## src/rtl/mem_wb_writer.sv

```systemverilog
// Write-back stage: buffers the incoming result stream in a small FIFO and
// writes it to consecutive destination addresses for a programmed word count.
module mem_wb_writer #(
  parameter int DATA_W     = 8,
  parameter int ADDR_W     = 4,
  parameter int FIFO_DEPTH = 4
) (
  input  logic              clk,
  input  logic              rst_n,
  input  logic              start,
  input  logic [ADDR_W-1:0] base_addr,
  input  logic [ADDR_W:0]   length,
  input  logic              in_valid,
  input  logic [DATA_W-1:0] in_data,
  output logic              in_ready,
  output logic              wr_en,
  output logic [ADDR_W-1:0] wr_addr,
  output logic [DATA_W-1:0] wr_data,
  output logic              busy,
  output logic              done
);

  localparam int PTR_W = $clog2(FIFO_DEPTH);
  localparam int CNT_W = ADDR_W + 1;
  localparam logic [CNT_W-1:0]  CNT_ONE  = {{(CNT_W-1){1'b0}}, 1'b1};
  localparam logic [ADDR_W-1:0] ADDR_ONE = {{(ADDR_W-1){1'b0}}, 1'b1};
  localparam logic [PTR_W:0]    PTR_ONE  = {{PTR_W{1'b0}}, 1'b1};

  typedef enum logic [1:0] {
    S_IDLE = 2'd0,
    S_RUN  = 2'd1,
    S_DONE = 2'd2
  } state_t;

  state_t              state_q, state_d;
  logic [ADDR_W-1:0]   addr_q, addr_d;
  logic [CNT_W-1:0]    len_q, len_d;
  logic [CNT_W-1:0]    acc_cnt_q, acc_cnt_d;
  logic [CNT_W-1:0]    wr_cnt_q, wr_cnt_d;
  logic [PTR_W:0]      wr_ptr_q, wr_ptr_d;
  logic [PTR_W:0]      rd_ptr_q, rd_ptr_d;
  logic [DATA_W-1:0]   fifo_mem_q [FIFO_DEPTH];
  logic                wr_en_q, wr_en_d;
  logic [ADDR_W-1:0]   wr_addr_q, wr_addr_d;
  logic [DATA_W-1:0]   wr_data_q, wr_data_d;
  logic                busy_q, busy_d;
  logic                done_q, done_d;

  logic fifo_empty_s;
  logic fifo_full_s;
  logic in_ready_s;
  logic push_s;
  logic pop_s;

  // Pointers carry one extra wrap bit so full and empty are distinguishable.
  assign fifo_empty_s = (wr_ptr_q == rd_ptr_q);
  assign fifo_full_s  = (wr_ptr_q[PTR_W] != rd_ptr_q[PTR_W]) &&
                        (wr_ptr_q[PTR_W-1:0] == rd_ptr_q[PTR_W-1:0]);
  assign in_ready_s   = (state_q == S_RUN) && !fifo_full_s && (acc_cnt_q < len_q);
  assign push_s       = in_valid && in_ready_s;
  assign pop_s        = (state_q == S_RUN) && !fifo_empty_s;

  // Next-state, counter, pointer and write-port logic.
  always_comb begin
    state_d   = state_q;
    addr_d    = addr_q;
    len_d     = len_q;
    acc_cnt_d = acc_cnt_q;
    wr_cnt_d  = wr_cnt_q;
    wr_ptr_d  = wr_ptr_q;
    rd_ptr_d  = rd_ptr_q;
    wr_en_d   = 1'b0;
    wr_addr_d = wr_addr_q;
    wr_data_d = wr_data_q;
    busy_d    = (state_q == S_RUN);
    done_d    = (state_q == S_DONE);
    case (state_q)
      S_IDLE: begin
        if (start) begin
          addr_d    = base_addr;
          len_d     = length;
          acc_cnt_d = {CNT_W{1'b0}};
          wr_cnt_d  = {CNT_W{1'b0}};
          if (length == {CNT_W{1'b0}}) begin
            state_d = S_DONE;
          end else begin
            state_d = S_RUN;
          end
        end else begin
          state_d = S_IDLE;
        end
      end
      S_RUN: begin
        if (push_s) begin
          wr_ptr_d  = wr_ptr_q + PTR_ONE;
          acc_cnt_d = acc_cnt_q + CNT_ONE;
        end else begin
          wr_ptr_d  = wr_ptr_q;
          acc_cnt_d = acc_cnt_q;
        end
        // The head word is written out unconditionally; the sink never stalls.
        if (pop_s) begin
          rd_ptr_d  = rd_ptr_q + PTR_ONE;
          wr_en_d   = 1'b1;
          wr_addr_d = addr_q;
          wr_data_d = fifo_mem_q[rd_ptr_q[PTR_W-1:0]];
          addr_d    = addr_q + ADDR_ONE;
          wr_cnt_d  = wr_cnt_q + CNT_ONE;
          if (wr_cnt_d == len_q) begin
            state_d = S_DONE;
          end else begin
            state_d = S_RUN;
          end
        end else begin
          wr_en_d = 1'b0;
        end
      end
      S_DONE: begin
        state_d = S_IDLE;
      end
      default: begin
        state_d = S_IDLE;
      end
    endcase
  end

  // FSM state plus its registered status outputs.
  always_ff @(posedge clk or negedge rst_n) begin
    if (!rst_n) begin
      state_q <= S_IDLE;
      busy_q  <= 1'b0;
      done_q  <= 1'b0;
    end else begin
      state_q <= state_d;
      busy_q  <= busy_d;
      done_q  <= done_d;
    end
  end

  // Transfer registers, FIFO pointers and the registered write port.
  always_ff @(posedge clk or negedge rst_n) begin
    if (!rst_n) begin
      addr_q    <= {ADDR_W{1'b0}};
      len_q     <= {CNT_W{1'b0}};
      acc_cnt_q <= {CNT_W{1'b0}};
      wr_cnt_q  <= {CNT_W{1'b0}};
      wr_ptr_q  <= {(PTR_W+1){1'b0}};
      rd_ptr_q  <= {(PTR_W+1){1'b0}};
      wr_en_q   <= 1'b0;
      wr_addr_q <= {ADDR_W{1'b0}};
      wr_data_q <= {DATA_W{1'b0}};
    end else begin
      addr_q    <= addr_d;
      len_q     <= len_d;
      acc_cnt_q <= acc_cnt_d;
      wr_cnt_q  <= wr_cnt_d;
      wr_ptr_q  <= wr_ptr_d;
      rd_ptr_q  <= rd_ptr_d;
      wr_en_q   <= wr_en_d;
      wr_addr_q <= wr_addr_d;
      wr_data_q <= wr_data_d;
    end
  end

  // FIFO storage; contents are don't-care once the pointers are reset.
  always_ff @(posedge clk or negedge rst_n) begin
    if (!rst_n) begin
      for (int i = 0; i < FIFO_DEPTH; i++) begin
        fifo_mem_q[i] <= {DATA_W{1'b0}};
      end
    end else if (push_s) begin
      fifo_mem_q[wr_ptr_q[PTR_W-1:0]] <= in_data;
    end
  end

  assign in_ready = in_ready_s;
  assign wr_en    = wr_en_q;
  assign wr_addr  = wr_addr_q;
  assign wr_data  = wr_data_q;
  assign busy     = busy_q;
  assign done     = done_q;

endmodule
```

## config.mk

```make
export PLATFORM = sky130hd
export DESIGN_NAME = mem_wb_writer
export DESIGN_NICKNAME = d
export VERILOG_FILES = /design/src/rtl/mem_wb_writer.sv
export SDC_FILE = /design/constraint.sdc
export NUM_CORES = 1
export LEC_CHECK = 0
export ABC_AREA = 1
export ABC_CLOCK_PERIOD_IN_PS = 2900
export BUFFER_PORTS_ARGS = -buffer_cell sky130_fd_sc_hd__buf_4
export CELL_PAD_IN_SITES_DETAIL_PLACEMENT = 1
export CELL_PAD_IN_SITES_GLOBAL_PLACEMENT = 1
export CORE_MARGIN = 3
export CORE_UTILIZATION = 40
export DETAILED_ROUTE_END_ITERATION = 10
export MAX_ROUTING_LAYER = met4
export PLACE_DENSITY_LB_ADDON = 0.1
export SKIP_LAST_GASP = 1
export SLEW_MARGIN = 15
export SYNTH_ARGS = -nofsm -noshare
export SYNTH_HDL_FRONTEND = slang
export SYNTH_SLANG_ARGS = --single-unit
```

## constraint.sdc

```tcl
create_clock -name clk -period 2.9 [get_ports clk]
set_clock_uncertainty 0.1 [all_clocks]
set_input_delay 0.58 -clock clk [delete_from_list [all_inputs] [get_ports clk]]
set_output_delay 0.58 -clock clk [all_outputs]
set_load 0.01 [all_outputs]
```

; Word level (Yosys, flattened, before mapping)
; Index checks and enable logic that the tools add are counted.
[word_totals]
regBits = 74
input_bits = 21
out_inout_bits = 16
wordCells = 73
[classes]
n_addsub = 5
order_cmp = 4
n_eq_ne = 9
muxes = 21
n_bitwise = 2
n_reduce_logical = 16
[ops]
columns = cell, count
row1 = $bwmux W32, 1
row2 = $mux W8, 3
row3 = $pmux W5 S2, 2
row4 = $bmux W8 S2, 1
row5 = $demux W8 S2, 1
row6 = $mux W5, 3
row7 = $add A5 B1 Y5 const B, 2
row8 = $mux W2, 4
row9 = $mux W4, 2
row10 = $pmux W4 S2, 1
row11 = $add A3 B1 Y3 const B, 2
row12 = $ge A3 B3 Y1 const B, 2
row13 = $logic_and A1 B1 Y1, 6
row14 = $not A2 Y3, 2
row15 = $reduce_and A2 Y1, 3
row16 = $reduce_and A3 Y1, 2
row17 = $eq A5 B5 Y1, 1
row18 = $logic_not A5 Y1, 1
row19 = $lt A5 B5 Y1, 1
row20 = $add A4 B1 Y4 const B, 1
row21 = $ne A2 B1 Y1 const B, 2
row22 = $pmux W2 S2, 1
row23 = $eq A3 B3 Y1, 1
row24 = $lt A3 B1 Y1 const B, 1
row25 = other kinds (9), 11

; Depth between registers and ports, before layout
[logic_depth]
ltp_word = 8
depth_mapped = 12
depth_no_buf = 11

; Worst setup path before layout
; Ideal clock, no wire load.
[synth_timing]
kind = register -> output
from = reg acc_cnt_q[2]
to = out in_ready
t_arrival_ns = 1.437
path_slack_ns = 0.783
stages_incl_launch_ff = 9
path_cell_list = dfrtp_1 > ha_1 > nand2_1 > inv_1 > o21ai_0 > nand3_1 > nor2_2 > buf_12 > buf_12
[synth_between]
elab_chain_cells = 2
[synth_lines]
columns = element, line
row1 = "start, declared", 38  ; logic [CNT_W-1:0] acc_cnt_q, acc_cnt_d;
row2 = "start signal, assigned", 145  ; acc_cnt_q <= {CNT_W{1'b0}};
row3 = "start signal, assigned", 155  ; acc_cnt_q <= acc_cnt_d;
row4 = $lt A5 B5 Y1, 59  ; assign in_ready_s = (state_q == S_RUN) && !fifo_full_s && (acc_cnt_q < len_q);
row5 = $logic_and A1 B1 Y1, 59
row6 = "end, declared", 15  ; output logic in_ready,
; No other way between the ends.

; Worst setup path in the final report
; Ends and elaborated chain as after synthesis.

==> flow_summary.toml <==
[outcome]
outcome = "finished, final reports clean"

[setup_path]
path_cells = "ha_1 -> nand2_1 -> inv_1 -> o21ai_0 -> nand3_1 -> nor2_2 -> buf_4"
cpPeakStageDelay_ps = 440
startpoint = "acc_cnt_q[2]"
cp_top_family = "flip-flops"
critPathArrivalTime_ps = 1730
rrSetupSlack_ps = 710
cp-end-kind = "output pin"
r2r_start = "acc_cnt_q[2]"
reg2reg_to = "fifo_mem_q[17]"
worst_ep_required_time_ps = 2220
timing.critical_path.buf_inv = 2
startpoint_type = "register"
crit_fanout = 5
crit_end = "in_ready"
crit_type = "reg2out"
critPathSlowestCell = "dfrtp_1"
cp_num_cells = 7
ff2ff_path_depth = 10

[hold_path]
hold_path_class = "in2async"

[cts]
htree_levels = 3
post_cts_resized = 0
cts.clk_slew.worst_paths_ps = 90
cts_tree = "done"
cts_hold_buffers = 0
postCtsSetupBuffers = 0
cts.path.max_buffers = 2
numCtsBuffers = 9
cts-root-buf = "clkbuf_8"
clock-sinks = 74
worst_skew_pair.late_latency_ps = 350

[place]
pre_cts_ws_ps = 698
hpwl_um = 6940
port_buffers = 36
gp_congestion = 0.769
dp_cells = 571

[synthesis]
synth_fp_nets = 477
yosys-top-cells-area = "dfrtp_1 (49%), nand2_1 (13%), nand4_1 (6.3%), nor2_1 (5.1%), ha_1 (4.0%)"
yosysWarnings = 0
synth_top_cell_by_area = "dfrtp_1"
ys_types = 30
synthCells = 444
synth.avg_cell_area_um2 = 8.52
synth_area_um2 = 3780
synth-seq-area-share_pct = 49.0
synth_top_area_share_pct = 49.0
ys_ff_latch = 74

[routing]
drt-total-wl_um = 9580
wl_met2_um = 4120
drc = 0
first_iter_violations = 111
wirelength_met1_um = 4990
num_vias = 3073
firstDrtPassIters = 4
top_layer_used = "met4"
wl_per_cell_um = 16.3
via_per_inst = 5.24
route.met3.wl_um = 378
ant_nets = 0

[power_and_ir_drop]
power.leakage_nw = 2.12
cellPowerDensity_nw_per_um2 = 1300
ir_drop_v = 0.000855

[sta]
tightest_slew_ps = 615
maxSlewViolCount = 0
final.period_utilization_pct = 83.2
rsz0062_at_grt = "no"
setup_viol = 0
clock.fmax_mhz = 415
hold_viol_final = 0
min_period_ps = 2410
setup_tns_ps = 0
maxSlewHeadroom_pct = 59.0
fin_ws_ps = 488

[global_route]
grt-ovfl-total = 0
grtUsageTotal_pct = 20.6
grt_pass1_vias = 3238
antenna_found_initial = 0
grt_pass1_wl_um = 16500
grt_max_degree = 46

[die]
io_pins = 37
fp.coreArea_um2 = 8930
start_util_pct = 42.3
dieHeight_um = 103
fp.dieArea_um2 = 10700
num_rows = 34
fp.dieW_um = 103

[final_layout]
final_cell_mix = "nand2_1 (129), dfrtp_1 (74), nor2_1 (51)"
finalNetCount = 507
final_cells = 587
fin_util_pct = 47.4
diodes = 0
areaGrowthSynthToFinish_pct = 12.0
n_fill_cell = 1086
drive_above_1_share_pct = 14.4
layout_commonest_cell = "nand2_1"

[flow_run]
drv_cap = 0
worst reg2reg max path, delay by kind of cell (launching register included):
kind	cells	cell delay (ps)
and+or+nand+nor	6	680
AOI/OAI and AO/OA	1	130
adders and majority gates	1	310
buffers and inverters	2	420
DFF	1	440
synth_stat cells:
cell type and number:
buf_4 7, a21o_1 1, clkinv_1 2, buf_2 7, nand4_1 38, or2_2 1
buf_6 1, o21ai_1 5, nand2_2 1, clkbuf_4 1, nor2_2 2, buf_12 4
nor2_1 51, dfrtp_1 74, xor2_1 3, nand2_1 129, inv_1 24, nand3_1 17
nand3_4 4, a31oi_1 11, clkbuf_1 3, a21oi_1 4, xnor2_1 6, o21ai_0 29
nor3_1 1, ha_1 12, o22ai_1 2, nor3b_2 1, inv_2 2, nand3b_1 1
where the power goes:
group | total (mW) | internal [mW] | switching (mW)
registers | 1.88 | 1.53 | 0.349
logic | 2.78 | 0.975 | 1.81
clock network | 0.832 | 0.403 | 0.428
total | 5.49 | 2.91 | 2.59
layer usage:
metal / vias up / track usage (%)
met1: 1481 / 30.5
met2: 52 / 28.9
met3: 11 / 3.76
met5: - / -
met4: 0 / 5.78
li1: 1529 / -
sequential cells by signal (all words and copies together) (netlist names), 2 cells and up:
register    cells
acc_cnt_q       5
addr_q          4
fifo_mem_q     32
len_q           5
rd_ptr_q        3
state_q         2
wr_addr         4
wr_cnt_q        5
wr_data         8
wr_ptr_q        3
how the worst min path moves through the flow:
stage / from / depth (start not counted) / slack [ps] / endpoint
CTS: rst_n / 1 / 140 / fifo_mem_q[4]
finish: rst_n / 1 / 130 / addr_q[3]
floorplan: rst_n / 0 / 180 / acc_cnt_q[0]
detailed placement: fifo_mem_q[23] / 2 / 360 / fifo_mem_q[23]
global route: rst_n / 1 / 150 / wr_addr[3]
global placement: fifo_mem_q[21] / 2 / 350 / fifo_mem_q[21]
through the flow:
step | area (µm²) | power [mW] | hold WS, ps
after floorplan | 3780 | 4.21 | 184
after global placement | 4030 | 4.59 | 349
after detailed placement | 4030 | 4.71 | 356
after CTS | 4230 | 5.56 | 139
after global routing | 4230 | 6.08 | 147
final | 4230 | 5.49 | 128
final cells by class:
type	instances	area, µm²	area share (%)
Inverter	28	105	2.48
Clock buffer	9	124	2.93
Multi-Input combinational cell	319	1630	38.4
Timing Repair Buffer	42	315	7.45
Tap cell	108	135	3.19
Clock inverter	7	76.3	1.80
Sequential cell	74	1850	43.7
cells by family (layout without fill, tap and decap cells):
group	after synthesis	count (layout)	share of synthesized area, %
AND/OR/NAND/NOR	246	246	29.6
flip-flops	74	74	49.0
AO/OA/AOI/OAI	52	52	7.38
buffers and inverters	51	86	8.01
adder cells (fa/ha/maj)	12	12	3.97
XOR/XNOR	9	9	2.08
Note: power is estimated with default switching activity, not from simulation.
